**config.mk**
```make
export PLATFORM = sky130hd
export DESIGN_NAME = sliding_window_sequence_generator_flat
export DESIGN_NICKNAME = d
export VERILOG_FILES = /design/src/rtl/sliding_window_sequence_generator_pkg.sv /design/src/rtl/sliding_window_sequence_generator_if.sv /design/src/rtl/seq_gen_shifter.sv /design/src/rtl/sliding_window_sequence_generator.sv /design/src/flat_wrapper.sv
export SDC_FILE = /design/constraint.sdc
export NUM_CORES = 1
export LEC_CHECK = 0
export BUFFER_PORTS_ARGS = -buffer_cell sky130_fd_sc_hd__buf_2
export CORE_ASPECT_RATIO = 1.75
export CORE_MARGIN = 1.5
export CORE_UTILIZATION = 29
export DETAILED_ROUTE_END_ITERATION = 10
export GPL_ROUTABILITY_DRIVEN = 0
export SLEW_MARGIN = 30
export SYNTH_ARGS = -nofsm -noshare
export SYNTH_HDL_FRONTEND = slang
export SYNTH_SLANG_ARGS = --single-unit
```
**constraint.sdc**
```tcl
create_clock -name clk -period 2.17 [get_ports clk]
set_input_delay 0.3255 -clock clk [delete_from_list [all_inputs] [get_ports clk]]
set_output_delay 0.3255 -clock clk [all_outputs]
set_load 0.02 [all_outputs]
```
**src/rtl/sliding_window_sequence_generator_pkg.sv**
```systemverilog
// Constants shared by the serial frame generator and its sliding-window detector partner.
package sliding_window_sequence_generator_pkg;

  localparam int SYNC_W = 8;
  localparam logic [SYNC_W-1:0] SYNC_PATTERN = 8'b1100_1001;
  localparam int DATA_W = 8;

  typedef enum logic [1:0] {
    IDLE   = 2'd0,
    SYNC   = 2'd1,
    DATA   = 2'd2,
    PARITY = 2'd3
  } state_t;

endpackage

```
**src/rtl/sliding_window_sequence_generator_if.sv**
```systemverilog
// Payload handshake and serial output bundle of the sequence generator.
interface sliding_window_sequence_generator_if #(
  parameter int DATA_W = sliding_window_sequence_generator_pkg::DATA_W
);

  // Handshake: the source raises in_valid with in_data and holds both until a
  // posedge where in_valid && in_ready; that edge transfers the word. in_ready
  // depends only on registered generator state, never on in_valid.
  logic              in_valid;
  logic [DATA_W-1:0] in_data;
  logic              in_ready;
  logic              ser_out;
  logic              ser_valid;
  logic              busy;
  logic              frame_done;

  modport master (
    output in_valid, in_data,
    input  in_ready, ser_out, ser_valid, busy, frame_done
  );

  modport slave (
    input  in_valid, in_data,
    output in_ready, ser_out, ser_valid, busy, frame_done
  );

endinterface

```
**src/rtl/seq_gen_shifter.sv**
```systemverilog
// Loadable MSB-first shift register with a down-counter flagging its last bit.
module seq_gen_shifter #(
  parameter int W = 8
) (
  input  logic         clk,
  input  logic         rst,
  input  logic         load,
  input  logic         shift,
  input  logic [W-1:0] load_data,
  output logic         msb,
  output logic         last
);

  localparam int CW = (W > 1) ? $clog2(W) : 1;

  logic [W-1:0]  sr;
  logic [CW-1:0] cnt;

  // Load wins over shift so a word accepted on the final bit restarts cleanly.
  always_ff @(posedge clk) begin
    if (rst) begin
      sr  <= '0;
      cnt <= '0;
    end else if (load) begin
      sr  <= load_data;
      cnt <= CW'(W - 1);
    end else if (shift) begin
      sr <= {sr[W-2:0], 1'b0};
      if (cnt != '0) cnt <= cnt - CW'(1);
    end
  end

  assign msb  = sr[W-1];
  assign last = (cnt == '0);

endmodule

```
**src/rtl/sliding_window_sequence_generator.sv**
```systemverilog
// Serialises payload words as SYNC_PATTERN + payload frames; define SEQ_GEN_PARITY_EN to append an even-parity bit.
module sliding_window_sequence_generator
  import sliding_window_sequence_generator_pkg::*;
#(
  parameter int                SYNC_W       = sliding_window_sequence_generator_pkg::SYNC_W,
  parameter logic [SYNC_W-1:0] SYNC_PATTERN = sliding_window_sequence_generator_pkg::SYNC_PATTERN,
  parameter int                DATA_W       = sliding_window_sequence_generator_pkg::DATA_W
) (
  input  logic                                clk,
  input  logic                                rst,
  sliding_window_sequence_generator_if.slave  bus,
  output state_t                              dbg_state
);

  state_t state;
  state_t state_nxt;
  logic   accept;
  logic   final_bit;
  logic   sync_msb;
  logic   sync_last;
  logic   data_msb;
  logic   data_last;

  assign accept = bus.in_valid && bus.in_ready;

  seq_gen_shifter #(.W(SYNC_W)) u_sync (
    .clk       (clk),
    .rst       (rst),
    .load      (accept),
    .shift     (state == SYNC),
    .load_data (SYNC_PATTERN),
    .msb       (sync_msb),
    .last      (sync_last)
  );

  seq_gen_shifter #(.W(DATA_W)) u_data (
    .clk       (clk),
    .rst       (rst),
    .load      (accept),
    .shift     (state == DATA),
    .load_data (bus.in_data),
    .msb       (data_msb),
    .last      (data_last)
  );

`ifdef SEQ_GEN_PARITY_EN
  logic parity_bit;

  // Parity is taken from the word as accepted, since data_sr is consumed by shifting.
  always_ff @(posedge clk) begin
    if (rst)         parity_bit <= 1'b0;
    else if (accept) parity_bit <= ^bus.in_data;
  end

  assign final_bit = (state == PARITY);
`else
  assign final_bit = (state == DATA) && data_last;
`endif

  always_ff @(posedge clk) begin
    if (rst) state <= IDLE;
    else     state <= state_nxt;
  end

  always_comb begin
    state_nxt = state;
    case (state)
      IDLE: if (accept) state_nxt = SYNC;
      SYNC: if (sync_last) state_nxt = DATA;
      DATA: begin
        if (data_last) begin
`ifdef SEQ_GEN_PARITY_EN
          state_nxt = PARITY;
`else
          state_nxt = accept ? SYNC : IDLE;
`endif
        end
      end
      PARITY: begin
`ifdef SEQ_GEN_PARITY_EN
        state_nxt = accept ? SYNC : IDLE;
`else
        state_nxt = IDLE;
`endif
      end
      default: state_nxt = IDLE;
    endcase
  end

  // The final bit opens the ready window so the next frame follows with no gap.
  always_comb begin
    bus.in_ready   = (state == IDLE) || final_bit;
    bus.ser_valid  = (state != IDLE);
    bus.busy       = (state != IDLE);
    bus.frame_done = final_bit;
    bus.ser_out    = 1'b0;
    case (state)
      SYNC: bus.ser_out = sync_msb;
      DATA: bus.ser_out = data_msb;
      PARITY: begin
`ifdef SEQ_GEN_PARITY_EN
        bus.ser_out = parity_bit;
`endif
      end
      default: bus.ser_out = 1'b0;
    endcase
  end

  assign dbg_state = state;

endmodule
```
**src/flat_wrapper.sv**
```systemverilog
// flat-port wrapper written by rule: the top's interface ports become plain ports
module sliding_window_sequence_generator_flat import sliding_window_sequence_generator_pkg::*;
#(
  parameter int                SYNC_W       = sliding_window_sequence_generator_pkg::SYNC_W,
  parameter logic [SYNC_W-1:0] SYNC_PATTERN = sliding_window_sequence_generator_pkg::SYNC_PATTERN,
  parameter int                DATA_W       = sliding_window_sequence_generator_pkg::DATA_W
)
  (clk, rst, dbg_state, bus_in_valid, bus_in_data, bus_in_ready, bus_ser_out, bus_ser_valid, bus_busy, bus_frame_done);
  sliding_window_sequence_generator_if #(.DATA_W(DATA_W)) bus_i ();
  input  logic clk;
  input  logic rst;
  output state_t dbg_state;
  input wire logic [$bits(bus_i.in_valid)-1:0] bus_in_valid;
  input wire logic [$bits(bus_i.in_data)-1:0] bus_in_data;
  output wire logic [$bits(bus_i.in_ready)-1:0] bus_in_ready;
  output wire logic [$bits(bus_i.ser_out)-1:0] bus_ser_out;
  output wire logic [$bits(bus_i.ser_valid)-1:0] bus_ser_valid;
  output wire logic [$bits(bus_i.busy)-1:0] bus_busy;
  output wire logic [$bits(bus_i.frame_done)-1:0] bus_frame_done;
  assign bus_i.in_valid = bus_in_valid;
  assign bus_i.in_data = bus_in_data;
  assign bus_in_ready = bus_i.in_ready;
  assign bus_ser_out = bus_i.ser_out;
  assign bus_ser_valid = bus_i.ser_valid;
  assign bus_busy = bus_i.busy;
  assign bus_frame_done = bus_i.frame_done;
  sliding_window_sequence_generator #(.SYNC_W(SYNC_W), .SYNC_PATTERN(SYNC_PATTERN), .DATA_W(DATA_W)) u_core (.clk(clk), .rst(rst), .bus(bus_i), .dbg_state(dbg_state));
endmodule
```
## Yosys cells after proc, flatten, opt, wreduce, memory -nomap -nowiden

Cells that the tools add are included.

- Bits in registers: 24
- Bits of input ports: 11
- Output and inout bits: 7
- Word-level logic and storage cells: 47

- Add/sub/neg operators: 2
- Eq/ne operators: 6
- Muxes and demuxes: 16
- Reduce and logical (&&, ||, !) cells: 17

Operator list:

| cell | number |
|---|---|
| $mux 8 | 4 |
| $mux 3 | 6 |
| $reduce_bool 2->1 | 5 |
| $pmux 2 s4 | 1 |
| $logic_not 3->1 | 2 |
| $mux 2 | 3 |
| $ne 2x1->1 const B | 3 |
| $reduce_bool 3->1 | 2 |
| $sub 3x1->3 const B | 2 |
| $eq 2x2->1 const B | 2 |
| $reduce_and 2->1 | 2 |
| $reduce_and 3->1 | 1 |
| $eq 2x1->1 const B | 1 |
| $logic_and 1x1->1 | 2 |
| $logic_not 2->1 | 1 |
| $pmux 1 s2 | 1 |
| $reduce_or 2->1 | 1 |
| $logic_or 1x1->1 | 1 |
| $mux 1 | 1 |

## Depth between registers and ports, before layout

Gate-level depths: netlist (run 1).

- Word-level depth: 7
- Mapped depth: 8
- Mapped depth without buffers: 5

## Hierarchy

Synthesis (run 1) repeated with hierarchy kept, for this count alone.

- Cells, all modules: 154
- Area total of the unflattened synthesis: 1447.6 um2

By module, submodules not included:

| module | times used | cells an instance | area an instance (um2) | sequential area each (um2) |
|---|---|---|---|---|
| seq_gen_shifter | 2 | 62 | 600.6 | 220.2 |
| sliding_window_sequence_generator | 1 | 30 | 246.5 | 40.0 |

## Least setup slack after synthesis (run 1)

OpenSTA, ideal clock, no wires.

- Kind: flip-flop to output port
- Start: reg u_core.state[0], in the netlist u_core.dbg_state[0]
- End: out bus_in_ready
- Data arrival time: 1526 ps
- Required time: 1845 ps
- Path slack: 318 ps
- Stages on the path, launching flop included: 7
- Path buffers: 2
- Cells stage by stage: dfxtp_1 -> inv_1 -> ha_1 -> buf_6 -> buf_2 -> inv_1 -> o21ai_0

- Cells in the longest elaborated chain, start to end: 3
- Elaborated cells on any way between the ends: 4
- Classes of those cells: eq/ne (1); reduce/logical (3)

Ends and longest elaborated chain:

| what | RTL line | source |
|---|---|---|
| from (decl) | sliding_window_sequence_generator.sv:15 | `state_t state;` |
| from (signal assigned) | sliding_window_sequence_generator.sv:62 | `else state <= state_nxt;` |
| $eq 2x2->1 | sliding_window_sequence_generator.sv:57 | `assign final_bit = (state == DATA) && data_last;` |
| $logic_and 1x1->1 | sliding_window_sequence_generator.sv:57 |  |
| $logic_or 1x1->1 * | sliding_window_sequence_generator.sv:92 | `bus.in_ready = (state == IDLE) \|\| final_bit;` |
| to (decl) | flat_wrapper.sv:15 | `output wire logic [$bits(bus_i.in_ready)-1:0] bus_in_ready;` |

Every way passes the cells marked *; elsewhere a longest branch is shown, timed or not.

## Worst setup path in the final report (run 1)

Same ends and word-level chain as after synthesis.

==> flow_metrics.py, run 1 <==
metrics = {
    "outcome": {
        "status": "finished, final reports clean",
    },
    "final_layout": {
        "drive_gt1_frac": 0.263,
        "final_cell_count_no_fill": 207,
        "fin_nets": 176,
        "diodes": 0,
        "layout_common_cells": "dfxtp_1, nand2_1, mux2i_1, buf_2",
        "layout_commonest_cell": "dfxtp_1",
        "area_growth_pct": 15.5,
        "n_fill_cell": 445,
    },
    "clock_network": {
        "ctsHoldBuffers": 0,
        "post_cts_resize_count": 0,
        "cts_root_buffer": "clkbuf_8",
        "post-cts-setup-buffers": 0,
        "cts.htree.levels": 1,
        "cts_sinks": 24,
        "clkLatencyLatePin_ps": 270,
        "cts_tree": "yes",
        "clock_path_buffers": 2,
        "numCtsBuffers": 3,
        "clkTransAtPathRegs_ps": 90,
    },
    "setup_path": {
        "rr_startpoint": "u_core.dbg_state[0]$_SDFFE_PP0P_",
        "cpLargestDelayFamily": "buffers and inverters",
        "worstPathMaxFanout": 17,
        "rrSetupSlack_ps": 510,
        "r2r_end": "u_core.u_data.cnt[0]$_SDFFE_PP0P_",
        "critPathMaxStageDelay_ps": 340,
        "reg2reg_depth": 6,
        "critPathArrivalTime_ps": 1550,
        "crit_type": "reg2out",
        "endpoint_kind": "output pin",
        "slowest_stage": "dfxtp_1",
        "crit_cells": 6,
        "path_buf_inv": 4,
        "crit_path_frequent_cell": "inv_1",
        "cp-start-kind": "flip-flop",
        "worst_ep_required_time_ps": 1840,
        "worstPathCellList": "inv_1 > ha_1 > buf_4 > inv_1 > o21ai_0 > buf_2",
    },
    "pwr": {
        "p_comb_frac": 0.439,
        "power_density_nw_per_um2": 1170,
        "seqPwrFrac": 0.338,
        "netSwitchingFraction": 0.364,
        "internal_power_mw": 1.12,
        "vdd_drop_max_uv": 550,
        "p_sw_uw": 642,
        "p_leak_nw": 0.654,
        "p_clk_frac": 0.223,
    },
    "synth": {
        "ys.warnings.count": 0,
        "synth_top_flop_cell": "dfxtp_1",
        "netlist_instances": 137,
        "synth_top_area_share": 0.369,
        "synth_fp_nets": 156,
        "post_synth.cell_area_avg_um2": 9.51,
        "yosysTopAreaCell": "dfxtp_1",
        "synth-async-reset-ratio": 0,
        "netlist_area_um2": 1300,
        "synth_cell_type_count": 28,
        "synth_seq_cells": 24,
        "synth.top_cells.by_area": "dfxtp_1, mux2i_1, ha_1, mux2_2, nand2_1",
        "synth-edff-count": 0,
        "yosysSeqAreaShare": 0.369,
    },
    "sta": {
        "rsz0062_at_grt": "no",
        "worst_pin_slew_ps": 449,
        "final_max_slew_viol_count": 0,
        "tns_ps": 0,
        "max_freq_mhz": 533,
        "fin_crit_sh": 0.865,
        "period_needed_ps": 1880,
        "skew_ps": 5.56,
        "slew_headroom": 0.700,
        "finalSetupViolCount": 0,
        "hold_viol": 0,
    },
    "job": {
        "cap_viol_max_count": 0,
    },
    "grt": {
        "gr-usage-all-layers": 0.120,
        "met1_usage": 0.127,
        "grt_antenna_before_repair": 0,
        "grt_util_met3": 0.00651,
        "grt_pass1_wl_um": 4470,
        "grt_pass1_vias": 1016,
        "overflow": 0,
        "grt_max_degree": 18,
        "busiest_layer": "met2",
        "met2_usage": 0.221,
    },
    "floorplanning": {
        "ios": 18,
        "rows": 32,
        "core_um2": 4360,
        "dieArea_um2": 4920,
        "start_util": 0.298,
        "die_h_um": 91.7,
        "die_w_um": 53.7,
    },
    "detailed_routing": {
        "via_per_inst": 4.69,
        "drc": 0,
        "dr_total_vias": 970,
        "antenna_left": 0,
        "routed_wl_um": 2570,
        "drtIter0Drc": 16,
        "firstDrtPassIters": 3,
        "routedWlPerCell_um": 12.4,
    },
    "placed_design": {
        "port_buffers": 17,
        "dpl.hpwl_um": 1980,
        "dp.cells": 203,
    },
    "min_path": {
        "min_path_cells": 2,
        "hold_class": "in2reg",
        "holdCritStartpoint": "bus_in_data[0]",
        "hold_end": "u_core.u_data.sr[0]$_SDFFE_PP0P_",
    },
}
==> cells in the mapped netlist (3+ instances only) <==
cell type  number
nand2_1        18
nor2b_1         4
nor3_1          4
ha_1            8
o31a_1          4
inv_1          11
dfxtp_1        24
nor3_2          4
clkbuf_1        3
mux2i_1        17
a21oi_1        11
mux2_2          7
==> stage by stage <==
step | instance area [um2] | worst slack (ps) | util | total power, mW | hold slack [ps]
after global placement | 1430 | 547 | 0.328 | 1.38 | 460
after CTS | 1500 | 277 | 0.345 | 1.78 | 282
after detailed placement | 1430 | 536 | 0.328 | 1.39 | 461
after floorplan | 1300 | 318 | - | 1.23 | 404
final | 1500 | 294 | 0.345 | 1.77 | 284
after global routing | 1500 | 176 | 0.345 | 1.90 | 297
==> cell families (layout without fill, tap and decap cells) <==
| logic type | after synthesis | in the layout | synth area share |
|---|---|---|---|
| compound gates | 26 | 26 | 0.134 |
| fa+ha+maj | 8 | 8 | 0.0769 |
| buf+inv | 20 | 39 | 0.0865 |
| flops | 24 | 24 | 0.369 |
| mux | 24 | 24 | 0.191 |
| simple gates | 35 | 35 | 0.142 |
==> registers in the layout, summed over array words and instances, names as in the netlist <==
register	cells
u_core.dbg_state	2
u_core.u_sync.cnt	3
u_core.u_data.sr	8
u_core.u_sync.sr	8
u_core.u_data.cnt	3
==> area by class of cell <==
cell class                 count  area, um2  share of cell area
inverter                      11       41.3              0.0275
timing repair buffer          24        138              0.0915
sequential                    24        480               0.319
clock inverter                 1       30.0              0.0200
multi-input combinational     93        709               0.472
clock buffer                   3       41.3              0.0275
tap                           51       63.8              0.0424
==> power groups by stage <==
stage | Clock [mW] | Sequential (mW) | Combinational (mW)
after global placement | 0 | 0.606 | 0.779
after floorplan | 0 | 0.606 | 0.622
after global routing | 0.415 | 0.611 | 0.870
after CTS | 0.401 | 0.597 | 0.784
final | 0.393 | 0.597 | 0.776
after detailed placement | 0 | 0.607 | 0.780
==> per-layer routing <==
layer	routed length (um)	vias to the layer above	share of wire
met3	34	2	0.013
li1	-	509	-
met4	41	0	0.016
met2	1470	11	0.57
met1	1020	448	0.40
met5	0	-	0
==> worst max-delay path by stage <==
stage | end | slack (ps) | startpoint
final | bus_in_ready | 290 | u_core.dbg_state[0]$_SDFFE_PP0P_
after global routing | bus_in_ready | 180 | u_core.dbg_state[0]$_SDFFE_PP0P_
after CTS | bus_in_ready | 280 | u_core.dbg_state[0]$_SDFFE_PP0P_
after detailed placement | u_core.u_data.cnt[0]$_SDFFE_PP0P_ | 540 | u_core.dbg_state[0]$_SDFFE_PP0P_
after global placement | u_core.u_data.cnt[1]$_SDFFE_PP0P_ | 550 | u_core.u_data.cnt[0]$_SDFFE_PP0P_
after floorplan | bus_in_ready | 320 | u_core.dbg_state[0]$_SDFFE_PP0P_
Power figures use the tool's default switching activity.
==> inputs of run 2 (changes only) <==
--- a/config.mk
+++ b/config.mk
@@ -14,4 +14,5 @@
 export SLEW_MARGIN = 30
 export SYNTH_ARGS = -nofsm -noshare
 export SYNTH_HDL_FRONTEND = slang
+export SYNTH_HIERARCHICAL = 1
 export SYNTH_SLANG_ARGS = --single-unit
==> run 2 against run 1 <==
  * Global-route usage fell by 1.6 points
  * Largest cell class unchanged
  * Critical path depth grew 4
  * Sequential power rose by 3.7%
  * Register-to-register slack worse by 320 ps
  * Sequential share of layout area decreased by 3.1 points
  * Die area is 11% higher
  * Synthesized area increased by 11%
  * Critical path type is now reg2reg
  * Via count rose by 9.9%
  * Maximum frequency fell by 5.4%
  * Combinational power increased by 46%
  * Cell count up 12%
==> flow_metrics.py, run 2 <==
metrics = {
    "pwr": {
        "netSwitchingFraction": 0.383,
        "p_comb_frac": 0.564,
        "power_density_nw_per_um2": 1200,
        "vdd_drop_max_uv": 513,
        "p_leak_nw": 0.740,
        "internal_power_mw": 1.24,
        "p_sw_uw": 768,
        "seqPwrFrac": 0.309,
        "p_total_mw": 2.00,
        "p_clk_frac": 0.127,
    },
    "detailed_routing": {
        "drtIter0Drc": 20,
        "dr_total_vias": 1066,
        "via_per_inst": 4.61,
        "routed_wl_um": 2570,
        "routedWlPerCell_um": 11.1,
        "drc": 0,
        "firstDrtPassIters": 3,
        "antenna_left": 0,
    },
    "setup_path": {
        "worstPathMaxFanout": 10,
        "worst_ep_required_time_ps": 2300,
        "critPathArrivalTime_ps": 2110,
        "worstPathCellList": "inv_1 > ha_1 > nand2b_1 > inv_1 > and2_2 > or2_2 > and2_4 > bufinv_16 > and4_2 > nor3_1",
        "crit_type": "reg2reg",
        "slowest_stage": "dfxtp_1",
        "endpoint_kind": "flip-flop",
        "critPathMaxStageDelay_ps": 310,
        "crit_path_frequent_cell": "inv_1",
        "cp-start-kind": "flip-flop",
    },
    "min_path": {
        "hold_class": "in2reg",
    },
    "floorplanning": {
        "dieArea_um2": 5440,
        "start_util": 0.305,
        "core_um2": 4750,
        "die_w_um": 56.4,
        "ios": 18,
        "rows": 33,
        "die_h_um": 96.5,
    },
    "final_layout": {
        "diodes": 0,
        "layout_commonest_cell": "dfxtp_1",
        "layout_common_cells": "dfxtp_1, nand2_1, buf_2",
        "n_fill_cell": 493,
        "fin_nets": 201,
        "fin_util": 0.351,
        "drive_gt1_frac": 0.380,
        "area_growth_pct": 15.2,
        "reg.largest.list": "u_core/u_data/sr: 8 flops, u_core/u_sync/sr: 8 flops",
        "final_area_um2": 1670,
    },
    "synth": {
        "synth_top_area_share": 0.332,
        "synth_top_family_by_area": "simple AND/OR/NAND/NOR gates",
        "ys.warnings.count": 6,
        "synth_top_flop_cell": "dfxtp_1",
        "netlist_instances": 154,
        "yosys.area_share.xor_xnor": 0,
        "synthTopCellsByCount": "dfxtp_1, nand2_1, a21oi_1",
        "yosysMostFrequentCell": "dfxtp_1",
        "synth_seq_cells": 24,
        "yosysTopAreaCell": "dfxtp_1",
        "yosys.area_share.simple": 0.194,
        "synth-edff-count": 0,
        "synth.top_cells.by_area": "dfxtp_1, mux2_4, ha_1, nand2_1, a21oi_2",
        "synth-async-reset-ratio": 0,
        "synth_compound_area_frac": 0.141,
        "synthMuxAreaShare": 0.150,
        "netlist_area_um2": 1450,
        "synth_cell_type_count": 34,
        "synthAdderAreaFrac": 0.0778,
        "post_synth.cell_area_avg_um2": 9.40,
        "yosysSeqAreaShare": 0.332,
    },
    "clock_network": {
        "post-cts-setup-buffers": 0,
        "cts_sinks": 24,
        "cts.htree.levels": 1,
        "clkLatencyLatePin_ps": 260,
        "post_cts_resize_count": 0,
        "numCtsBuffers": 3,
        "cts_tree": "yes",
        "cts_root_buffer": "clkbuf_8",
        "clock_path_buffers": 2,
        "ctsHoldBuffers": 0,
        "clkTransAtPathRegs_ps": 80,
    },
    "sta": {
        "tns_ps": 0,
        "slew_headroom": 0.633,
        "fin_crit_sh": 0.914,
        "hold_viol": 0,
        "max_freq_mhz": 504,
        "final.setup.worst_slack_ps": 188,
        "rsz0062_at_grt": "no",
        "finalSetupViolCount": 0,
        "worst_pin_slew_ps": 550,
        "period_needed_ps": 1980,
        "skew_ps": 7.08,
        "final_max_slew_viol_count": 0,
    },
    "placed_design": {
        "place_ws_ps": 96.1,
        "place_area_um2": 1620,
        "dpl.hpwl_um": 1890,
        "port_buffers": 17,
    },
    "job": {
        "cap_viol_max_count": 0,
    },
    "grt": {
        "gr-usage-all-layers": 0.103,
        "grt_antenna_before_repair": 0,
        "grt_max_degree": 26,
        "overflow": 0,
        "grt_pass1_vias": 1063,
        "grt_pass1_wl_um": 4470,
    },
    "outcome": {
        "status": "finished, final reports clean",
    },
}
## run 2: cell types whose count changed after synthesis, moves of 4 or more
cell,before,now
a21oi_2,0,8
nand2_1,18,22
mux2i_1,17,3
nand2_2,0,8
nor3_2,4,0
mux2_4,0,8
o31a_1,4,0
## run 2: cell families (layout without fill, tap and decap cells)
logic type	count (synthesis)	after routing
AOI/OAI and AO/OA	29	29
adders and majority gates	9	9
buffers and inverters	19	38
DFF	24	24
muxes	17	17
other	2	8
and+or+nand+nor	54	54
## run 2: final cells by class
type / count / area [um2] / share of cell area
multi-input combinational: 117 / 852 / 0.511
sequential: 24 / 482 / 0.289
timing repair buffer: 23 / 130 / 0.0780
inverter: 12 / 97.6 / 0.0585
tap: 52 / 65.1 / 0.0390
clock buffer: 3 / 41.3 / 0.0248
## run 2: metrics by stage
step	std cells	hold slack, ps
final	231	295
after floorplan	160	387
after global placement	228	502
after detailed placement	228	510
after global routing	231	303
after CTS	231	286
## run 2: worst paths after layout
kind	startpoint	endpoint	slack [ps]	cells past startpoint
setup / recovery	u_core/u_data/cnt[0]$_SDFFE_PP0P_	u_core/u_sync/cnt[1]$_SDFFE_PP0P_	190	10
hold / removal	bus_in_data[4]	u_core/u_data/sr[4]$_SDFFE_PP0P_	300	3
setup reg to reg	u_core/u_data/cnt[0]$_SDFFE_PP0P_	u_core/u_sync/cnt[1]$_SDFFE_PP0P_	190	10
hold reg to reg	u_core/dbg_state[0]$_SDFFE_PP0P_	u_core/dbg_state[0]$_SDFFE_PP0P_	520	2
## run 2: layer usage
metal	global-route usage	share of wire	wire length (um)
met1	0.103	0.40	1040
met2	0.209	0.56	1430
met3	0.0160	0.028	73
met4	0.0417	0.010	26
met5	0	0	0
## run 2: power groups by stage
stage / registers, mW / logic [mW] / clock network (mW)
2_1_floorplan: 0.631 / 0.903 / 0
3_3_place_gp: 0.631 / 1.12 / 0
3_5_place_dp: 0.632 / 1.13 / 0
4_1_cts: 0.622 / 1.13 / 0.269
5_1_grt: 0.636 / 1.27 / 0.281
6_report: 0.619 / 1.13 / 0.255
## run 2: critical path: cells and delay by family (launching register included)
| kind | cells | cell delay, ps |
|---|---|---|
| adder cells (fa/ha/maj) | 1 | 210 |
| buffers and inverters | 3 | 340 |
| flip-flops | 1 | 310 |
| AND/OR/NAND/NOR | 6 | 990 |
==> inputs of run 3 (changes only) <==
--- a/config.mk
+++ b/config.mk
@@ -5,10 +5,12 @@
 export SDC_FILE = /design/constraint.sdc
 export NUM_CORES = 1
 export LEC_CHECK = 0
+export ABC_AREA = 1
 export BUFFER_PORTS_ARGS = -buffer_cell sky130_fd_sc_hd__buf_2
 export CORE_ASPECT_RATIO = 1.75
 export CORE_MARGIN = 1.5
 export CORE_UTILIZATION = 29
+export CTS_BUF_LIST = sky130_fd_sc_hd__clkbuf_2
 export DETAILED_ROUTE_END_ITERATION = 10
 export GPL_ROUTABILITY_DRIVEN = 0
 export SLEW_MARGIN = 30
==> run 3 against run 2 <==
  * Sequential share of layout area increased by 1.2 points
  * First-iteration DRC count decreased by 10%
  * Synthesized cell count increased by 40%
  * Critical path type is now reg2out
  * Synthesized area decreased by 4.1%
  * Clock-buffer cell count unchanged
  * Worst hold slack got worse by 88 ps
  * Maximum frequency decreased by 0.23%
  * Wire length increased by 5.5%
  * Flip-flop and latch count unchanged
  * Die area decreased by 4.0%
==> flow_metrics.py, run 3 <==
metrics = {
    "setup_path": {
        "endpoint_kind": "output pin",
        "worst_ep_required_time_ps": 1840,
        "worstPathMaxFanout": 7,
        "reg2reg_depth": 12,
        "crit_type": "reg2out",
        "cp-start-kind": "flip-flop",
        "critPathArrivalTime_ps": 1660,
    },
    "final_layout": {
        "area_growth_pct": 15.1,
        "fin_nets": 263,
        "reg.largest.list": "u_core/u_data/sr: 8 flops, u_core/u_sync/sr: 8 flops",
        "n_fill_cell": 523,
        "diodes": 0,
        "multi_input_area_um2": 746,
        "layout_common_cells": "nand2_1, inv_1, dfxtp_1",
        "drive_gt1_frac": 0.161,
        "regArea_um2": 480,
        "layout_commonest_cell": "nand2_1",
    },
    "synth": {
        "synth_seq_cells": 24,
        "ys.warnings.count": 6,
        "synth.top_cells.by_area": "dfxtp_1, nand2_1, inv_1, ha_1, nand3_1",
        "synth_cell_type_count": 18,
        "yosysSeqAreaShare": 0.346,
        "synth_top_family_by_area": "simple AND/OR/NAND/NOR gates",
        "synth-async-reset-ratio": 0,
        "synth_compound_area_frac": 0.0631,
        "yosysMostFrequentCell": "nand2_1",
        "post_synth.cell_area_avg_um2": 6.45,
        "yosysTopAreaCell": "dfxtp_1",
        "synthAdderAreaFrac": 0.0812,
        "yosys.area_share.xor_xnor": 0,
        "netlist_instances": 215,
        "synth_top_area_share": 0.346,
        "synthMuxAreaShare": 0,
        "synth_top_flop_cell": "dfxtp_1",
        "yosys.area_share.simple": 0.372,
        "synth-edff-count": 0,
        "netlist_area_um2": 1390,
        "synthTopCellsByCount": "nand2_1, inv_1, dfxtp_1",
    },
    "clock_network": {
        "clkTransAtPathRegs_ps": 230,
        "cts_tree": "yes",
        "numCtsBuffers": 3,
        "post_cts_resize_count": 0,
        "clkLatencyLatePin_ps": 340,
        "post-cts-setup-buffers": 0,
        "clock_path_buffers": 2,
        "cts.htree.levels": 1,
        "cts_root_buffer": "clkbuf_2",
        "cts_sinks": 24,
        "ctsHoldBuffers": 0,
    },
    "pwr": {
        "power_density_nw_per_um2": 1390,
        "p_comb_frac": 0.572,
        "p_clk_frac": 0.133,
        "netSwitchingFraction": 0.465,
        "seqPwrFrac": 0.294,
        "vdd_drop_max_uv": 522,
        "p_sw_mw": 1.03,
        "internal_power_mw": 1.19,
        "p_leak_nw": 0.896,
    },
    "sta": {
        "rsz0062_at_grt": "no",
        "max_freq_mhz": 503,
        "tns_ps": 0,
        "final.setup.worst_slack_ps": 183,
        "final_max_slew_viol_count": 0,
        "fin_crit_sh": 0.916,
        "period_needed_ps": 1990,
        "hold_viol": 0,
        "skew_ps": 2.98,
        "finalSetupViolCount": 0,
    },
    "detailed_routing": {
        "via_per_inst": 4.23,
        "antenna_left": 0,
        "firstDrtPassIters": 4,
        "drc": 0,
        "dr_total_vias": 1245,
        "drtIter0Drc": 18,
        "routed_wl_um": 2710,
        "routedWlPerCell_um": 9.21,
    },
    "placed_design": {
        "place_ws_ps": 351,
        "port_buffers": 17,
        "dpl.hpwl_um": 2100,
    },
    "floorplanning": {
        "rows": 33,
        "start_util": 0.300,
        "ios": 18,
        "die_h_um": 94.5,
        "dieArea_um2": 5230,
        "core_um2": 4620,
        "die_w_um": 55.3,
    },
    "grt": {
        "grt_max_degree": 15,
        "gr-usage-all-layers": 0.113,
        "overflow": 0,
        "grt_pass1_vias": 1238,
        "grt_antenna_before_repair": 0,
        "grt_pass1_wl_um": 4920,
    },
    "min_path": {
        "min_path_cells": 3,
        "hold_class": "in2reg",
    },
    "job": {
        "cap_viol_max_count": 0,
    },
    "outcome": {
        "status": "finished, final reports clean",
    },
}
run 3: cell types whose count changed in the layout (fill, tap and decap cells not counted), moves of 5 or more:
cell / previous run / this run
nand2_1: 22 / 87
inv_1: 10 / 37
nand3_1: 2 / 17
a21oi_2: 8 / 0
mux2_4: 8 / 0
mux2_2: 6 / 0
nand2_2: 8 / 3
run 3: kinds of logic after synthesis:
family | after synthesis
buf+inv | 44
compound gates | 17
simple gates | 119
other cells | 2
fa+ha+maj | 9
flops | 24
run 3: worst paths after layout:
path	start	to	slack (ps)
hold / removal	bus_in_data[0]	u_core/u_data/sr[0]$_SDFFE_PP0P_	210
setup reg to reg	u_core/u_data/cnt[0]$_SDFFE_PP0P_	u_core/u_data/cnt[1]$_SDFFE_PP0P_	330
hold reg to reg	u_core/u_sync/cnt[1]$_SDFFE_PP0P_	u_core/u_sync/cnt[1]$_SDFFE_PP0P_	480
setup / recovery	u_core/dbg_state[0]$_SDFFE_PP0P_	bus_ser_out	180
run 3: cell type report:
| type | count | share of cell area |
|---|---|---|
| multi-input combinational | 153 | 0.467 |
| sequential | 24 | 0.301 |
| inverter | 41 | 0.0963 |
| timing repair buffer | 20 | 0.0673 |
| tap | 52 | 0.0407 |
| clock inverter | 1 | 0.0188 |
| clock buffer | 3 | 0.00940 |
run 3: per-stage QoR:
stage                      util  area, um2  hold WS (ps)  std cells  total power, mW
after global routing      0.346       1600           213        294             2.46
after global placement    0.336       1550           454        290             1.94
after floorplan               -       1410           395        221             1.68
after CTS                 0.346       1600           170        294             2.25
after detailed placement  0.336       1550           462        290             1.94
final                     0.346       1600           207        294             2.22
run 3: power by group through the flow:
stage                     sequential, mW  clock [mW]  combinational (mW)
after floorplan                    0.670           0                1.01
after global placement             0.662           0                1.28
after detailed placement           0.664           0                1.28
after CTS                          0.655       0.312                1.28
after global routing               0.672       0.326                1.46
final                              0.654       0.297                1.27
run 3: routing by layer:
layer | track usage | up-vias | routed length, um
met5 | 0 | - | 0
met1 | 0.116 | 547 | 1170
li1 | - | 689 | -
met2 | 0.226 | 7 | 1470
met3 | 0.0164 | 2 | 50
met4 | 0.0427 | 0 | 20
run 3: critical path: stages (launching register included):
cell and delay [ps]:
dfxtp_1 390, inv_1 130, ha_1 210, buf_4 170, nand2_1 60, a21boi_0 170
buf_2 200
